[config.mk]
export PLATFORM = sky130hd
export DESIGN_NAME = mem_port_arbiter_flat
export DESIGN_NICKNAME = d
export VERILOG_FILES = /design/src/rtl/mem_port_arbiter_if.sv /design/src/rtl/mem_port_arbiter.sv /design/src/flat_wrapper.sv
export SDC_FILE = /design/constraint.sdc
export NUM_CORES = 1
export LEC_CHECK = 0
export ABC_AREA = 0
export CELL_PAD_IN_SITES_DETAIL_PLACEMENT = 1
export CELL_PAD_IN_SITES_GLOBAL_PLACEMENT = 1
export CORE_ASPECT_RATIO = 0.9
export CORE_MARGIN = 2
export CORE_UTILIZATION = 40
export DETAILED_ROUTE_END_ITERATION = 12
export PLACE_DENSITY = 0.81
export SYNTH_ARGS = -nofsm -noshare
export SYNTH_HDL_FRONTEND = slang
export SYNTH_SLANG_ARGS = --single-unit
[constraint.sdc]
create_clock -name clk -period 5.12 [get_ports clk]
set_clock_uncertainty 0.15 [all_clocks]
set_input_delay 0.768 -clock clk [delete_from_list [all_inputs] [get_ports clk]]
set_output_delay 0.768 -clock clk [all_outputs]
set_load 0.02 [all_outputs]
[src/rtl/mem_port_arbiter_if.sv]
`default_nettype none
// ============================================================================
// mem_port_arbiter_if : requester / memory handshake bundle for the port arbiter
// Revision 1.0
// ============================================================================
interface mem_port_arbiter_if;
    logic if_req;
    logic ls_req;
    logic ls_write;
    logic MFC;
    logic if_gnt;
    logic ls_gnt;
    logic if_done;
    logic ls_done;
    logic mem_err;
    logic MAR_inEn;
    logic Enable;
    logic RW;
    logic InEnMDR_Out;
    logic OutEnMDR_Out;
    logic busy;

    modport master (
        output if_req, ls_req, ls_write, MFC,
        input  if_gnt, ls_gnt, if_done, ls_done, mem_err,
        input  MAR_inEn, Enable, RW, InEnMDR_Out, OutEnMDR_Out, busy
    );

    modport slave (
        input  if_req, ls_req, ls_write, MFC,
        output if_gnt, ls_gnt, if_done, ls_done, mem_err,
        output MAR_inEn, Enable, RW, InEnMDR_Out, OutEnMDR_Out, busy
    );
endinterface
`default_nettype wire

[src/rtl/mem_port_arbiter.sv]
`default_nettype none
// ============================================================================
// mem_port_arbiter : round-robin owner of the MAR/MDR memory port with MFC timeout
// Revision 1.0
// ============================================================================
module mem_port_arbiter #(
    parameter int TIMEOUT = 15,
    parameter int CNT_W   = 8
) (
    input  wire logic         clk,
    input  wire logic         reset,
    mem_port_arbiter_if.slave bus
);
    typedef enum logic [2:0] {
        S_IDLE   = 3'd0,
        S_ADDR   = 3'd1,
        S_ACCESS = 3'd2,
        S_DONE   = 3'd3,
        S_ERR    = 3'd4
    } state_t;

    localparam logic             c_own_if   = 1'b0;
    localparam logic             c_own_ls   = 1'b1;
    localparam logic [CNT_W-1:0] c_cnt_last = CNT_W'(TIMEOUT - 1);

    state_t           state_q, state_d;
    logic             owner_q, owner_d;
    logic             write_q, write_d;
    logic             last_q, last_d;
    logic [CNT_W-1:0] cnt_q, cnt_d;
    logic             pick;

    logic if_gnt_q, if_gnt_d, ls_gnt_q, ls_gnt_d;
    logic if_done_q, if_done_d, ls_done_q, ls_done_d;
    logic mem_err_q, mem_err_d, mar_q, mar_d;
    logic enable_q, enable_d, rw_q, rw_d;
    logic mdr_in_q, mdr_in_d, mdr_out_q, mdr_out_d, busy_q, busy_d;

    // On a tie the requester that did not own the last access wins.
    assign pick = (bus.if_req && bus.ls_req) ? ~last_q : bus.ls_req;

    always_comb begin
        state_d = state_q;
        owner_d = owner_q;
        write_d = write_q;
        last_d  = last_q;
        cnt_d   = cnt_q;
        case (state_q)
            S_IDLE: begin
                if (bus.if_req || bus.ls_req) begin
                    owner_d = pick;
                    write_d = pick & bus.ls_write;
                    state_d = S_ADDR;
                end
            end
            S_ADDR: begin
                cnt_d   = '0;
                state_d = S_ACCESS;
            end
            S_ACCESS: begin
                if (bus.MFC) begin
                    state_d = S_DONE;
                end else begin
                    cnt_d = cnt_q + CNT_W'(1);
                    if (cnt_q == c_cnt_last) begin
                        state_d = S_ERR;
                    end
                end
            end
            S_DONE, S_ERR: begin
                last_d  = owner_q;
                state_d = S_IDLE;
            end
            default: state_d = S_IDLE;
        endcase
    end

    // Outputs are decoded from the next state so they come straight off flops.
    always_comb begin
        if_gnt_d  = 1'b0;
        ls_gnt_d  = 1'b0;
        if_done_d = 1'b0;
        ls_done_d = 1'b0;
        mem_err_d = 1'b0;
        mar_d     = 1'b0;
        enable_d  = 1'b0;
        rw_d      = 1'b0;
        mdr_in_d  = 1'b0;
        mdr_out_d = 1'b0;
        busy_d    = 1'b0;
        if (state_d != S_IDLE) begin
            if_gnt_d = (owner_d == c_own_if);
            ls_gnt_d = (owner_d == c_own_ls);
            busy_d   = 1'b1;
        end
        case (state_d)
            S_ADDR: mar_d = 1'b1;
            S_ACCESS: begin
                enable_d  = 1'b1;
                rw_d      = ~write_d;
                mdr_in_d  = ~write_d;
                mdr_out_d = write_d;
            end
            S_DONE: begin
                if_done_d = (owner_d == c_own_if);
                ls_done_d = (owner_d == c_own_ls);
            end
            S_ERR:   mem_err_d = 1'b1;
            default: ;
        endcase
    end

    always_ff @(posedge clk or posedge reset) begin
        if (reset) begin
            state_q   <= S_IDLE;
            owner_q   <= c_own_if;
            write_q   <= 1'b0;
            last_q    <= c_own_ls;
            cnt_q     <= '0;
            if_gnt_q  <= 1'b0;
            ls_gnt_q  <= 1'b0;
            if_done_q <= 1'b0;
            ls_done_q <= 1'b0;
            mem_err_q <= 1'b0;
            mar_q     <= 1'b0;
            enable_q  <= 1'b0;
            rw_q      <= 1'b0;
            mdr_in_q  <= 1'b0;
            mdr_out_q <= 1'b0;
            busy_q    <= 1'b0;
        end else begin
            state_q   <= state_d;
            owner_q   <= owner_d;
            write_q   <= write_d;
            last_q    <= last_d;
            cnt_q     <= cnt_d;
            if_gnt_q  <= if_gnt_d;
            ls_gnt_q  <= ls_gnt_d;
            if_done_q <= if_done_d;
            ls_done_q <= ls_done_d;
            mem_err_q <= mem_err_d;
            mar_q     <= mar_d;
            enable_q  <= enable_d;
            rw_q      <= rw_d;
            mdr_in_q  <= mdr_in_d;
            mdr_out_q <= mdr_out_d;
            busy_q    <= busy_d;
        end
    end

    assign bus.if_gnt       = if_gnt_q;
    assign bus.ls_gnt       = ls_gnt_q;
    assign bus.if_done      = if_done_q;
    assign bus.ls_done      = ls_done_q;
    assign bus.mem_err      = mem_err_q;
    assign bus.MAR_inEn     = mar_q;
    assign bus.Enable       = enable_q;
    assign bus.RW           = rw_q;
    assign bus.InEnMDR_Out  = mdr_in_q;
    assign bus.OutEnMDR_Out = mdr_out_q;
    assign bus.busy         = busy_q;
endmodule
`default_nettype wire
[src/flat_wrapper.sv]
// flat-port wrapper written by rule: the top's interface ports become plain ports
module mem_port_arbiter_flat 
#(
    parameter int TIMEOUT = 15,
    parameter int CNT_W   = 8
)
  (clk, reset, bus_if_req, bus_ls_req, bus_ls_write, bus_MFC, bus_if_gnt, bus_ls_gnt, bus_if_done, bus_ls_done, bus_mem_err, bus_MAR_inEn, bus_Enable, bus_RW, bus_InEnMDR_Out, bus_OutEnMDR_Out, bus_busy);
  mem_port_arbiter_if bus_i ();
  input  wire logic clk;
  input  wire logic reset;
  input wire logic [$bits(bus_i.if_req)-1:0] bus_if_req;
  input wire logic [$bits(bus_i.ls_req)-1:0] bus_ls_req;
  input wire logic [$bits(bus_i.ls_write)-1:0] bus_ls_write;
  input wire logic [$bits(bus_i.MFC)-1:0] bus_MFC;
  output wire logic [$bits(bus_i.if_gnt)-1:0] bus_if_gnt;
  output wire logic [$bits(bus_i.ls_gnt)-1:0] bus_ls_gnt;
  output wire logic [$bits(bus_i.if_done)-1:0] bus_if_done;
  output wire logic [$bits(bus_i.ls_done)-1:0] bus_ls_done;
  output wire logic [$bits(bus_i.mem_err)-1:0] bus_mem_err;
  output wire logic [$bits(bus_i.MAR_inEn)-1:0] bus_MAR_inEn;
  output wire logic [$bits(bus_i.Enable)-1:0] bus_Enable;
  output wire logic [$bits(bus_i.RW)-1:0] bus_RW;
  output wire logic [$bits(bus_i.InEnMDR_Out)-1:0] bus_InEnMDR_Out;
  output wire logic [$bits(bus_i.OutEnMDR_Out)-1:0] bus_OutEnMDR_Out;
  output wire logic [$bits(bus_i.busy)-1:0] bus_busy;
  assign bus_i.if_req = bus_if_req;
  assign bus_i.ls_req = bus_ls_req;
  assign bus_i.ls_write = bus_ls_write;
  assign bus_i.MFC = bus_MFC;
  assign bus_if_gnt = bus_i.if_gnt;
  assign bus_ls_gnt = bus_i.ls_gnt;
  assign bus_if_done = bus_i.if_done;
  assign bus_ls_done = bus_i.ls_done;
  assign bus_mem_err = bus_i.mem_err;
  assign bus_MAR_inEn = bus_i.MAR_inEn;
  assign bus_Enable = bus_i.Enable;
  assign bus_RW = bus_i.RW;
  assign bus_InEnMDR_Out = bus_i.InEnMDR_Out;
  assign bus_OutEnMDR_Out = bus_i.OutEnMDR_Out;
  assign bus_busy = bus_i.busy;
  mem_port_arbiter #(.TIMEOUT(TIMEOUT), .CNT_W(CNT_W)) u_core (.clk(clk), .reset(reset), .bus(bus_i));
endmodule
After elaboration in Yosys (flattened, before gate mapping)
Index checks and enable logic that the tools add are counted.
- output and inout bits: 11
- register bits after elaboration: 24
- input bits: 6
- logic and storage cells: 58
- reduce and logical (&&, ||, !) cells: 7
- equal/unequal tests: 10
- multiplexer cells: 21
- bitwise operators: 4
- $add $sub $neg: 1
- operators by type and width (operator ; number):
    $pmux W8 S2 ; 1
    $mux W1 ; 15
    $eq A3 B2 Y1 const B ; 4
    $mux W3 ; 3
    $pmux W3 S3 ; 1
    $add A8 B1 Y8 const B ; 1
    $eq A8 B4 Y1 const B ; 1
    $mux W8 ; 1
    $eq A3 B1 Y1 const B ; 2
    $eq A3 B3 Y1 const B ; 2
    $logic_not A3 Y1 ; 1
    $not A1 Y1 ; 3
    $reduce_bool A3 Y1 ; 1
    $ne A2 B2 Y1 const B ; 1
    $reduce_and A2 Y1 ; 1
    $reduce_bool A2 Y1 ; 1
    $reduce_or A2 Y1 ; 1
    $and A1 B1 Y1 ; 1
    $logic_and A1 B1 Y1 ; 1
    $logic_or A1 B1 Y1 ; 1

Longest topological paths before layout
- depth in word-level cells: 7
- gate-level depth with buffers: 6
- mapped depth without buffers: 5

Least setup slack after synthesis
No wires, ideal clock.
- kind: input-to-reg
- from: input bus_MFC
- to: register u_core.cnt_q[6]
- buffers on the path: 0
- setup slack: 2963 ps
- arrival time: 1886 ps
- stages on the path: 4
- library setup time: 120 ps
- required time: 4850 ps
- path through: or3b_4 > a2111oi_4 > a31oi_1 > a41o_1
- cells in the longest elaborated chain, start to end: 2
- RTL lines (element ; RTL line ; text):
    start, declared ; flat_wrapper.sv:14 ; input wire logic [$bits(bus_i.MFC)-1:0] bus_MFC;
    $ne A2 B2 Y1 (no source line) ; n/a ;
    $reduce_and A2 Y1 (no source line) ; n/a ;
    end signal, assigned ; mem_port_arbiter.sv:136 ; cnt_q <= cnt_d;
    end, declared ; mem_port_arbiter.sv:30 ; logic [CNT_W-1:0] cnt_q, cnt_d;
Every way passes these cells.
A chain may end at the register's enable or synchronous reset.

Worst setup path in the final report
Ends and elaborated chain as after synthesis.

==> impl_metrics.env <==
export IMPL_insertion_delay_ns=0.32
export IMPL_r2r_cells=4
export IMPL_cts_sinks=24
export IMPL_final_cell_mix="dfrtp_1, clkdlybuf4s50_1, nor2_1"
export IMPL_cp_num_buf_inv=1
export IMPL_crit_fanout=6
export IMPL_cts_root_buffer="clkbuf_4"
export IMPL_viasPerCell=5.103
export IMPL_period_needed_ns=2.446
export IMPL_detail_route_wl_per_cell_um=15.35
export IMPL_cp_start_kind="primary input"
export IMPL_holdPathStages=1
export IMPL_place_area_sq_um=1314
export IMPL_hold_viol_final=0
export IMPL_postCtsSetupBuffers=0
export IMPL_die_area_sq_um=3280
export IMPL_grt_first_pass_wirelength_mm=4.098
export IMPL_ys_flop_type="dfrtp_1"
export IMPL_top_register="u_core.cnt_q"
export IMPL_gp_congestion=0.7919
export IMPL_min_path_type="register to register"
export IMPL_largest_register_ffs=8
export IMPL_ff2ff_setup_slack_ns=3.02
export IMPL_grt_usage_pct=17.18
export IMPL_cp_end_kind="register"
export IMPL_synth_edf_count=0
export IMPL_worst_slew_pin_slew_ns=0.9125
export IMPL_path_cells="clkdlybuf4s50_1 > or3b_4 > a2111oi_4 > a31oi_1 > a41o_1"
export IMPL_slowest_delay_ns=0.49
export IMPL_placementRows=18
export IMPL_fin_util_pct=50.14
export IMPL_area_growth_pct=20.40
export IMPL_leakage_nw=0.5797
export IMPL_final_area_sq_um=1366
export IMPL_crit_cells=5
export IMPL_synth_nets=118
export IMPL_worstPathArrival_ns=2.52
export IMPL_required_ns=5.20
export IMPL_critPathKind="primary input to register"
export IMPL_power_density_nw_per_um2=529.2
export IMPL_final_common_cell="dfrtp_1"
export IMPL_drive_gt1_share_pct=8.800
export IMPL_firstDrtPassIters=4
export IMPL_synth_cells=110
export IMPL_dp_hpwl_mm=1.802
export IMPL_async_flop_share_pct=100.0
export IMPL_totalWireLength_mm=2.533
export IMPL_yosysWarningCount=0
export IMPL_crit_slowest_cell="clkdlybuf4s50_1"
export IMPL_grt_ovfl_total=0
export IMPL_relSlewSlack_pct=39.10
export IMPL_finalCritPeriodShare_pct=47.77
export IMPL_cts_hold_buf=0
export IMPL_maxCapViolCount=0
export IMPL_die_y_um=54.53
export IMPL_synth_distinct_cells=33
export IMPL_rsz0062_at_grt="false"
export IMPL_ir_drop_mv=0.3073
export IMPL_grt_pass1_vias=840
export IMPL_cts_tree="done"
export IMPL_drv_slew=0
export IMPL_port_buffers=16
export IMPL_io_pins=17
export IMPL_ys_seq_area_share_pct=53.03
export IMPL_cts_max_level=1
export IMPL_drtAntennaViolNets=0
export IMPL_yosys_register_bits=24
export IMPL_cp_top_family="compound AO/OA/AOI/OAI gates"
export IMPL_antenna_found_initial=0
export IMPL_initial_core_util_pct=41.64
export IMPL_drcViolationCount=0
export IMPL_dieWidth_um=60.15
export IMPL_dr_total_vias=842
export IMPL_diodes=0
export IMPL_outcome="completed"
export IMPL_numCtsBuffers=3
export IMPL_clk_pin_slew_ns=0.14
export IMPL_setup_violations=0
export IMPL_nets=134
export IMPL_top_regs="u_core.cnt_q (8), u_core.state_q (3)"
export IMPL_fmax_mhz=408.9
export IMPL_cts_resized=0
export IMPL_grt_start_max_net_pins=25
export IMPL_fin_setup_tns_ns=0
export IMPL_drtIter0Drc=4
export IMPL_synthesis_area_sq_um=1135
export IMPL_cts_buffer_depth=2
export IMPL_core_sq_um=2725
export IMPL_avgSynthCellArea_sq_um=10.32
[final timing paths]
check | start | end
worst max register to register | u_core.state_q[0]$_DFF_PP0_ | u_core.cnt_q[6]$_DFFE_PP0P_
min in group asynchronous | reset | u_core.cnt_q[5]$_DFFE_PP0P_
worst max-delay path | bus_MFC | u_core.cnt_q[6]$_DFFE_PP0P_
max in group asynchronous | reset | u_core.bus.busy$_DFF_PP0_
worst min register to register | u_core.owner_q$_DFF_PP0_ | u_core.last_q$_DFFE_PP1P_
worst min-delay path | u_core.owner_q$_DFF_PP0_ | u_core.last_q$_DFFE_PP1P_
[metrics by stage]
step	setup WS, ns	std cells	total power [mW]	hold slack [ns]
floorplan	2.963	110	0.4841	0.3302
global placement	2.391	161	0.5702	0.3431
detailed placement	2.363	161	0.5842	0.3567
CTS	2.700	165	0.7264	0.3896
global route	2.661	165	0.7718	0.4186
finish	2.674	165	0.7230	0.3975
[cells in the mapped netlist, drive strengths merged (3+ instances only)]
library cell  count  area [sq um]
dfrtp            23         575.6
nor3              3         15.01
buf               3         23.77
a21oi             6         30.03
nand2             6         22.52
o21ai            10         50.05
inv               9         33.78
nor2             11         41.29
nand2b            5         31.28
nand4             3         18.77
[logic make-up (layout without fill, tap and decap cells)]
| family | count (synthesis) | in the layout | share of synthesized area [%] |
|---|---|---|---|
| buffers and inverters | 14 | 29 | 5.733 |
| DFF | 24 | 24 | 53.03 |
| AOI/OAI and AO/OA | 29 | 29 | 18.30 |
| muxes | 2 | 2 | 1.984 |
| adders and majority gates | 2 | 2 | 2.205 |
| and+or+nand+nor | 37 | 37 | 17.20 |
| xor gates and xnor gates | 2 | 2 | 1.544 |
[layout make-up]
type	instances	area, sq um
sequential	24	601.8
clock buffer	3	22.52
clock inverter	1	30.03
multi-input combinational	72	467.9
timing repair buffer	16	160.2
fill	301	1359
tap	40	50.05
inverter	9	33.78
[where the power goes]
| group | switching [mW] | leakage (nW) | internal, mW | total, mW |
|---|---|---|---|---|
| registers | 0.0526 | 0.312 | 0.248 | 0.301 |
| logic | 0.157 | 0.240 | 0.126 | 0.282 |
| clock network | 0.0609 | 0.0279 | 0.0791 | 0.140 |
| total | 0.270 | 0.580 | 0.453 | 0.723 |
[layer usage]
layer	up-vias	part of all wire (%)	GRT usage (%)
met5	-	0	0
li1	411	-	-
met3	2	2.0	3.310
met1	420	49	23.66
met4	0	0.39	4.444
met2	9	49	27.90
Power figures use the tool's default switching activity.
